File: src/rtl/axi_serial_responder.sv
// In-order AXI4 subordinate that serves one transaction at a time on a single-port word memory.
// Optional build macro AXI_SERIAL_RESPONDER_ERR_CNT_EN adds the saturating SLVERR counter err_cnt_o.
package axi_serial_responder_pkg;
  localparam int unsigned AddrWidth = 32;
  localparam int unsigned DataWidth = 64;
  localparam int unsigned IdWidth   = 1;
  localparam int unsigned StrbWidth = DataWidth / 8;
  localparam int unsigned UserWidth = 1;

  typedef struct packed {
    logic [IdWidth-1:0]   id;
    logic [AddrWidth-1:0] addr;
    logic [7:0]           len;
    logic [2:0]           size;
    logic [1:0]           burst;
    logic [5:0]           atop;
  } aw_chan_t;

  typedef struct packed {
    logic [IdWidth-1:0]   id;
    logic [AddrWidth-1:0] addr;
    logic [7:0]           len;
    logic [2:0]           size;
    logic [1:0]           burst;
  } ar_chan_t;

  typedef struct packed {
    logic [DataWidth-1:0] data;
    logic [StrbWidth-1:0] strb;
    logic                 last;
  } w_chan_t;

  typedef struct packed {
    logic [IdWidth-1:0]   id;
    logic [1:0]           resp;
    logic [UserWidth-1:0] user;
  } b_chan_t;

  typedef struct packed {
    logic [IdWidth-1:0]   id;
    logic [DataWidth-1:0] data;
    logic [1:0]           resp;
    logic                 last;
    logic [UserWidth-1:0] user;
  } r_chan_t;

  typedef struct packed {
    aw_chan_t aw;
    logic     aw_valid;
    w_chan_t  w;
    logic     w_valid;
    logic     b_ready;
    ar_chan_t ar;
    logic     ar_valid;
    logic     r_ready;
  } req_t;

  typedef struct packed {
    logic    aw_ready;
    logic    ar_ready;
    logic    w_ready;
    logic    b_valid;
    b_chan_t b;
    logic    r_valid;
    r_chan_t r;
  } resp_t;
endpackage

module axi_serial_responder #(
  parameter int unsigned AddrWidth = 32,
  parameter int unsigned DataWidth = 64,
  parameter int unsigned IdWidth   = 1,
  parameter type         req_t     = axi_serial_responder_pkg::req_t,
  parameter type         resp_t    = axi_serial_responder_pkg::resp_t
) (
  input  logic                   clk_i,
  input  logic                   rst_i,
  input  req_t                   slv_req_i,
  output resp_t                  slv_resp_o,
  output logic                   mem_req_o,
  input  logic                   mem_gnt_i,
  output logic [AddrWidth-1:0]   mem_addr_o,
  output logic                   mem_we_o,
  output logic [DataWidth-1:0]   mem_wdata_o,
  output logic [DataWidth/8-1:0] mem_strb_o,
  input  logic                   mem_rvalid_i,
  input  logic [DataWidth-1:0]   mem_rdata_i
`ifdef AXI_SERIAL_RESPONDER_ERR_CNT_EN
  ,
  output logic [15:0]            err_cnt_o
`endif
);

  localparam int unsigned StrbWidth  = DataWidth / 8;
  localparam int unsigned OffWidth   = $clog2(StrbWidth);
  localparam int unsigned CntWidth   = 9;
  localparam logic [2:0]  MaxSize    = 3'(OffWidth);
  localparam logic [1:0]  BurstFixed = 2'b00;
  localparam logic [1:0]  RespOkay   = 2'b00;
  localparam logic [1:0]  RespSlvErr = 2'b10;

  typedef enum logic [2:0] {
    Idle, WrData, WrResp, RdMem, RdWait, RdResp
  } state_e;

  state_e                 state_q, state_d;
  logic                   rd_prio_q, rd_prio_d;
  logic [IdWidth-1:0]     id_q, id_d;
  logic [AddrWidth-1:0]   addr_q, addr_d;
  logic [2:0]             size_q, size_d;
  logic [1:0]             burst_q, burst_d;
  logic [CntWidth-1:0]    cnt_q, cnt_d;
  logic                   err_q, err_d;
  logic                   last_err_q, last_err_d;
  logic [DataWidth-1:0]   rdata_q, rdata_d;

  logic                   aw_err, ar_err;
  logic                   take_aw, take_ar;
  logic                   cnt_one;
  logic [AddrWidth-1:0]   beat_bytes, addr_next;

  // WRAP and reserved bursts both have burst[1] set
  assign aw_err = (slv_req_i.aw.atop != '0) | slv_req_i.aw.burst[1] |
                  (slv_req_i.aw.size > MaxSize);
  assign ar_err = slv_req_i.ar.burst[1] | (slv_req_i.ar.size > MaxSize);

  assign cnt_one    = (cnt_q == CntWidth'(1));
  assign beat_bytes = AddrWidth'(1) << size_q;
  assign addr_next  = (burst_q == BurstFixed) ? addr_q
                    : ((addr_q & ~(beat_bytes - AddrWidth'(1))) + beat_bytes);
  assign mem_addr_o = addr_q & ~AddrWidth'(StrbWidth - 1);

  // State and transaction registers
  always_ff @(posedge clk_i) begin
    if (rst_i) begin
      state_q    <= Idle;
      rd_prio_q  <= 1'b1;
      id_q       <= '0;
      addr_q     <= '0;
      size_q     <= '0;
      burst_q    <= '0;
      cnt_q      <= '0;
      err_q      <= 1'b0;
      last_err_q <= 1'b0;
      rdata_q    <= '0;
    end else begin
      state_q    <= state_d;
      rd_prio_q  <= rd_prio_d;
      id_q       <= id_d;
      addr_q     <= addr_d;
      size_q     <= size_d;
      burst_q    <= burst_d;
      cnt_q      <= cnt_d;
      err_q      <= err_d;
      last_err_q <= last_err_d;
      rdata_q    <= rdata_d;
    end
  end

  // Next state, handshakes and memory request
  always_comb begin
    state_d     = state_q;
    rd_prio_d   = rd_prio_q;
    id_d        = id_q;
    addr_d      = addr_q;
    size_d      = size_q;
    burst_d     = burst_q;
    cnt_d       = cnt_q;
    err_d       = err_q;
    last_err_d  = last_err_q;
    rdata_d     = rdata_q;
    take_aw     = 1'b0;
    take_ar     = 1'b0;
    slv_resp_o  = '0;
    mem_req_o   = 1'b0;
    mem_we_o    = 1'b0;
    mem_wdata_o = '0;
    mem_strb_o  = '0;

    unique case (state_q)
      Idle: begin
        take_ar = slv_req_i.ar_valid & (~slv_req_i.aw_valid | rd_prio_q);
        take_aw = slv_req_i.aw_valid & ~take_ar;
        if (slv_req_i.aw_valid & slv_req_i.ar_valid) rd_prio_d = ~take_ar;
        slv_resp_o.aw_ready = take_aw;
        slv_resp_o.ar_ready = take_ar;
        if (take_aw) begin
          id_d       = IdWidth'(slv_req_i.aw.id);
          addr_d     = AddrWidth'(slv_req_i.aw.addr);
          size_d     = slv_req_i.aw.size;
          burst_d    = slv_req_i.aw.burst;
          cnt_d      = CntWidth'(slv_req_i.aw.len) + CntWidth'(1);
          err_d      = aw_err;
          last_err_d = 1'b0;
          state_d    = WrData;
        end else if (take_ar) begin
          id_d       = IdWidth'(slv_req_i.ar.id);
          addr_d     = AddrWidth'(slv_req_i.ar.addr);
          size_d     = slv_req_i.ar.size;
          burst_d    = slv_req_i.ar.burst;
          cnt_d      = CntWidth'(slv_req_i.ar.len) + CntWidth'(1);
          err_d      = ar_err;
          last_err_d = 1'b0;
          rdata_d    = '0;
          state_d    = ar_err ? RdResp : RdMem;
        end
      end

      WrData: begin
        if (err_q) begin
          slv_resp_o.w_ready = 1'b1;
        end else begin
          mem_req_o          = slv_req_i.w_valid;
          mem_we_o           = 1'b1;
          mem_wdata_o        = DataWidth'(slv_req_i.w.data);
          mem_strb_o         = StrbWidth'(slv_req_i.w.strb);
          slv_resp_o.w_ready = slv_req_i.w_valid & mem_gnt_i;
        end
        if (slv_req_i.w_valid & slv_resp_o.w_ready) begin
          cnt_d  = cnt_q - CntWidth'(1);
          addr_d = addr_next;
          // last must coincide with the final counted beat
          if (slv_req_i.w.last != cnt_one) last_err_d = 1'b1;
          if (slv_req_i.w.last | cnt_one) state_d = WrResp;
        end
      end

      WrResp: begin
        slv_resp_o.b_valid = 1'b1;
        slv_resp_o.b.id    = id_q;
        slv_resp_o.b.resp  = (err_q | last_err_q) ? RespSlvErr : RespOkay;
        if (slv_req_i.b_ready) state_d = Idle;
      end

      RdMem: begin
        mem_req_o = 1'b1;
        if (mem_gnt_i) state_d = RdWait;
      end

      RdWait: begin
        if (mem_rvalid_i) begin
          rdata_d = mem_rdata_i;
          state_d = RdResp;
        end
      end

      RdResp: begin
        slv_resp_o.r_valid = 1'b1;
        slv_resp_o.r.id    = id_q;
        slv_resp_o.r.data  = rdata_q;
        slv_resp_o.r.resp  = err_q ? RespSlvErr : RespOkay;
        slv_resp_o.r.last  = cnt_one;
        if (slv_req_i.r_ready) begin
          cnt_d = cnt_q - CntWidth'(1);
          if (cnt_one) begin
            state_d = Idle;
          end else begin
            addr_d  = addr_next;
            state_d = err_q ? RdResp : RdMem;
          end
        end
      end

      default: state_d = Idle;
    endcase
  end

`ifdef AXI_SERIAL_RESPONDER_ERR_CNT_EN
  logic        err_evt;
  logic [15:0] err_cnt_q;

  assign err_evt = ((state_q == WrResp) & slv_req_i.b_ready & (err_q | last_err_q)) |
                   ((state_q == RdResp) & slv_req_i.r_ready & err_q & cnt_one);

  // Saturating count of completed SLVERR responses
  always_ff @(posedge clk_i) begin
    if (rst_i) begin
      err_cnt_q <= '0;
    end else if (err_evt && (err_cnt_q != 16'hFFFF)) begin
      err_cnt_q <= err_cnt_q + 16'd1;
    end
  end

  assign err_cnt_o = err_cnt_q;
`endif

endmodule
File: config.mk
export PLATFORM = sky130hd
export DESIGN_NAME = axi_serial_responder
export DESIGN_NICKNAME = d
export VERILOG_FILES = /design/src/rtl/axi_serial_responder.sv
export SDC_FILE = /design/constraint.sdc
export NUM_CORES = 1
export LEC_CHECK = 0
export ABC_CLOCK_PERIOD_IN_PS = 4150
export BUFFER_PORTS_ARGS = -buffer_cell sky130_fd_sc_hd__buf_2
export CELL_PAD_IN_SITES_DETAIL_PLACEMENT = 1
export CELL_PAD_IN_SITES_GLOBAL_PLACEMENT = 1
export CORE_AREA = 2 2 168 170
export DETAILED_ROUTE_END_ITERATION = 7
export DIE_AREA = 0 0 170 172
export GPL_TIMING_DRIVEN = 1
export PLACE_DENSITY_LB_ADDON = 0.1
export SKIP_LAST_GASP = 1
export SLEW_MARGIN = 5
export SYNTH_ARGS = -nofsm -noshare
export SYNTH_HDL_FRONTEND = slang
export SYNTH_SLANG_ARGS = --single-unit
File: constraint.sdc
create_clock -name clk_i -period 4.15 [get_ports clk_i]
set_clock_uncertainty 0.05 [all_clocks]
set_input_delay 1.245 -clock clk_i [delete_from_list [all_inputs] [get_ports clk_i]]
set_output_delay 1.245 -clock clk_i [all_outputs]
set_load 0.005 [all_outputs]
Yosys cells after proc, flatten, opt, wreduce, memory -nomap -nowiden
Cells that the tools add are included.
{"block": "word_totals", "reg_bits": 117, "latchBits": 0, "mem_bits_rw": 0, "mem_bits_ro": 0, "inputBits": 244, "wordCells": 122, "n_memories": 0}
{"block": "op_classes", "add_sub_neg": 5, "multipliers": 0, "n_div": 0, "magnitude_cmp": 2, "eq_ne": 18, "shift": 1, "n_mux": 57, "bitwise_logic": 15, "n_reduce_logical": 14}
{"cell": "2-to-1 mux 64 bit", "n": 5}
{"cell": "2-to-1 mux 32 bit", "n": 6}
{"cell": "one-hot mux 64 bit (2 select lines)", "n": 1}
{"cell": "one-hot mux 32 bit (3 select lines)", "n": 1}
{"cell": "2-to-1 mux 69 bit", "n": 1}
{"cell": "2-to-1 mux 3 bit", "n": 13}
{"cell": "2-to-1 mux 9 bit", "n": 4}
{"cell": "adder 32 bit", "n": 1}
{"cell": "AND 32 bit", "n": 1}
{"cell": "NOT 32 bit", "n": 1}
{"cell": "left shift 1 x 3 -> 32 bit (first input constant)", "n": 1}
{"cell": "subtractor 32 x 1 -> 32 bit (second input constant)", "n": 1}
{"cell": "one-hot mux 9 bit (3 select lines)", "n": 1}
{"cell": "inequality test 2 bit (second input constant)", "n": 10}
{"cell": "adder 8 x 1 -> 9 bit (second input constant)", "n": 2}
{"cell": "one-hot mux 3 bit (6 select lines)", "n": 1}
{"cell": "2-to-1 mux 8 bit", "n": 2}
{"cell": "2-to-1 mux 1 bit", "n": 14}
{"cell": "AND reduction 4 bit", "n": 3}
{"cell": "2-to-1 mux 2 bit", "n": 5}
{"cell": "== test 9 x 1 -> 1 bit (second input constant)", "n": 1}
{"cell": "subtractor 9 x 1 -> 9 bit (second input constant)", "n": 1}
{"cell": "AND reduction 7 bit", "n": 1}
{"cell": "== test 3 x 2 -> 1 bit (second input constant)", "n": 2}
{"cell": "17 further kinds", "n": 33}

Longest topological paths before layout
{"block": "logic_depth", "depth_word": 9, "ltp_mapped": 14}

Least setup slack after synthesis
OpenSTA, ideal clock, no wires.
{"block": "synth_timing", "kind": "input-to-output", "from": "in slv_req_i[123] (netlist name)", "to": "out slv_resp_o[77] (netlist name)", "t_arrival_ns": 2.482, "slack_ns": 0.373, "cell_stages": 6, "path_buffers": 4, "path_cell_list": "a21boi_1 buf_2 buf_2 buf_2 clkbuf_1 and2_1"}
{"item": "start, declared", "line": "78", "text": "input req_t slv_req_i,"}
{"item": "end, declared", "line": "79", "text": "output resp_t slv_resp_o,"}

Final worst setup path
{"block": "layout_timing", "from": "reg state_q[0]", "to": "out mem_wdata_o[16]"}
{"block": "layout_between", "elab_chain_len": 2}
{"item": "start, declared", "line": "106", "text": "state_e state_q, state_d;"}
{"item": "start signal, assigned", "line": "136", "text": "state_q <= Idle;"}
{"item": "start signal, assigned", "line": "147", "text": "state_q <= state_d;"}
{"item": "== test 3 x 1 -> 1 bit", "line": "180", "text": "unique case (state_q)"}
{"item": "2-to-1 mux 64 bit", "line": "180"}
{"item": "end, declared", "line": "84", "text": "output logic [DataWidth-1:0] mem_wdata_o,"}
Every way passes these cells.

==> run summary <==
Nature of the critical path endpoint: output pin
Root buf cell: clkbuf_16
Area grow syn2layout: 35.2%
Crit Path Max Fanout: 73
YS warnings: 0
Arr. time, crit path: 2.39 ns
Fraction of layout cells with a size suffix above 1: 0.344
Final Util: 0.389
Detail Placement HPWL: 26.2 mm
Post-CTS Resized: 0
DR WL/cell: 19.9 um
Die ar.: 0.0292 mm2
Pwr Density: 622 mW/mm2
Pin count of the biggest net entering global routing: 74
Setup bufs post-CTS: 0
DR vias: 9449
Post-synth EDFFs: 0
Share of the synthesized area in the top cell type: 0.296
RePlAce Congestion: 0.810
Clock sinks: 117
H-tree depth: 4
Worst r2r dst: addr_q[21]$_SDFFE_PP0P_
# setup viols final: 0
Post-Syn Instances: 1113
Seq cells post-synth: 117
Period utilization: 0.887
Commonest cells after routing, fill and taps aside: 419 x buf_2, 184 x nand2_1, 116 x dfxtp_1
FFs w/ async S/R, synth: 0
Drt first pass iters: 4
Slew Limit Fails: 0
Post-synth design cell area: 0.00791 mm2
# IOs: 428
Die width: 170 um
Critical path class: reg2out
GRT Total Usage: 0.236
Row cnt: 61
Final wirelength: 36.1 mm
Status: complete, no violations
Total grt overflow: 0
R2r worst-path depth: 10
Avg Vias per Cell: 5.21
Remaining DRCs: 0
Die height: 172 um
Leading area contributor after synthesis: dfxtp_1
Worst skew pair latency: 0.43 ns
Placed inst area: 0.0101 mm2
Hold Path Depth: 2
Vias in the first global route: 9176
Max Clock Freq: 272 MHz
Max-cap viol count: 0
Psw: 3210 uW
VDD IR-drop max: 0.000484 V
Worst hold path class: reg2reg
Post-route antenna net violation count: 0
Worst r2r src: size_q[0]$_SDFFE_PP0P_
First-pass GRT wire length: 53.9 mm
Hold Vio Cnt, Final: 0
Clock tree from TritonCTS: yes
Unrepaired setup endpoints after global routing: false
Clock network power share: 0.230
Hold WS: 0.397 ns
Mapped Avg Cell Area: 7.10 um2
Maximum buffer depth of the clock tree: 2
Fin nets: 1702
Final instance area: 0.0107 mm2
Post-route setup TNS: 0 ns
Logic pwr share: 0.504
Rel. slew slack: 0.482
Core Region: 0.0275 mm2
FF-to-FF setup slack: 0.76 ns
Endpoint, Worst Hold: rdata_q[15]$_SDFFE_PP0P_
Sequential share of power: 0.266
Lkg Pwr: 0.00514 uW
Net switching fraction of the power: 0.483
Seq/Total Area, Yosys: 0.296
CTS clk-pin slew, worst paths: 0.07 ns
Tmin final: 3.68 ns
Worst setup SP type: flip-flop
Tightest Pin Transition: 0.777 ns
Ranking of synthesized cells by area: dfxtp_1 30%, nand2_1 8.7%, a21oi_1 7.3%
HP Start: rdata_q[15]$_SDFFE_PP0P_
Worst Slack Setup Final: 0.467 ns
TritonCTS buffer count: 17
Int Pwr: 3430 uW
WP data required: 2.85 ns
Setup WS pre-CTS: 0.478 ns
Post-synth cell types: 70
Commonest non-fill, non-tap cell in the layout: buf_2
# hold bufs at CTS: 0
I/O Buffers: 420
Initial core utilization: 0.288
DR iter-0 viols: 511
Initial antenna violation count: 10
Main synth FF type: dfxtp_1
[cells in the mapped netlist, types with 8 or more instances]
master	number
o21ai_0	23
ha_1	8
nor3_1	23
inv_1	15
nor2_1	42
buf_1	12
nand2_1	184
buf_4	37
buf_2	13
nor2b_1	10
xnor2_1	9
and2_1	79
a21oi_1	116
clkbuf_1	71
mux2i_1	15
dfxtp_1	117
a31oi_1	14
a311oi_1	9
o211ai_1	12
and3_1	83
nand3_1	89
[area by class of cell]
cell class / count / area, um2
fillers: 3571 / 16800
multi-input cells: 854 / 4920
flip-flops and latches: 117 / 2340
repair buffers: 445 / 2320
well taps: 346 / 433
clock buffers: 17 / 425
clock inverters: 15 / 176
inverters: 15 / 56.3
diodes: 6 / 15.0
[cell families (layout without fill, tap and decap cells)]
group / Yosys count / in the layout / share of synthesized area
other cells: 1 / 13 / 0.000474
buf+inv: 148 / 492 / 0.0899
compound gates: 255 / 255 / 0.209
mux: 17 / 17 / 0.0218
fa+ha+maj: 8 / 8 / 0.0127
flops: 117 / 117 / 0.296
xor+xnor: 12 / 12 / 0.0133
simple gates: 555 / 555 / 0.356
[routing by layer]
layer  global-route usage  wire length, um  share of wire
met5                    0               42         0.0012
met4               0.0457              214         0.0059
met3               0.0712             2630          0.073
met2                0.378            17100           0.47
met1                0.317            16100           0.45
[how the worst max path moves through the flow]
stage | startpoint | end | cells after the start
after floorplan | slv_req_i[123] | slv_resp_o[77] | 6
after global placement | slv_req_i[123] | cnt_q[8]$_SDFFE_PP0P_ | 10
after detailed placement | slv_req_i[123] | cnt_q[8]$_SDFFE_PP0P_ | 10
after CTS | state_q[0]$_SDFFE_PP0P_ | mem_wdata_o[16] | 5
after global routing | state_q[0]$_SDFFE_PP0P_ | mem_wdata_o[16] | 5
final | state_q[0]$_SDFFE_PP0P_ | mem_wdata_o[16] | 5
[power groups by stage]
| stage | combinational (uW) | clock [uW] | sequential [uW] |
|---|---|---|---|
| 2_1_floorplan | 2340 | 0 | 1610 |
| 3_3_place_gp | 3320 | 0 | 1780 |
| 3_5_place_dp | 3350 | 0 | 1790 |
| 4_1_cts | 3370 | 1570 | 1770 |
| 5_1_grt | 3740 | 1620 | 1820 |
| 6_report | 3340 | 1530 | 1770 |
[critical path, stage by stage (launching register included)]
cell and delay (ns):
dfxtp_1 0.63, nand2b_2 0.16, nor3_2 0.13, buf_4 0.48
and2_1 0.35, buf_2 0.17
[metrics by stage]
step,cells,power [uW]
3_5_place_dp,1777,5140
3_3_place_gp,1777,5100
5_1_grt,1813,7180
6_report,1815,6640
4_1_cts,1809,6700
2_1_floorplan,1119,3940
[sequential cells by signal, summed over array words and instances (netlist names)]
signal and flops:
state_q 3, last_err_q 1, rd_prio_q 1, err_q 1
addr_q 32, size_q 3, burst_q 2, id_q 1
cnt_q 9, rdata_q 64
(Power assumes the default switching activity.)
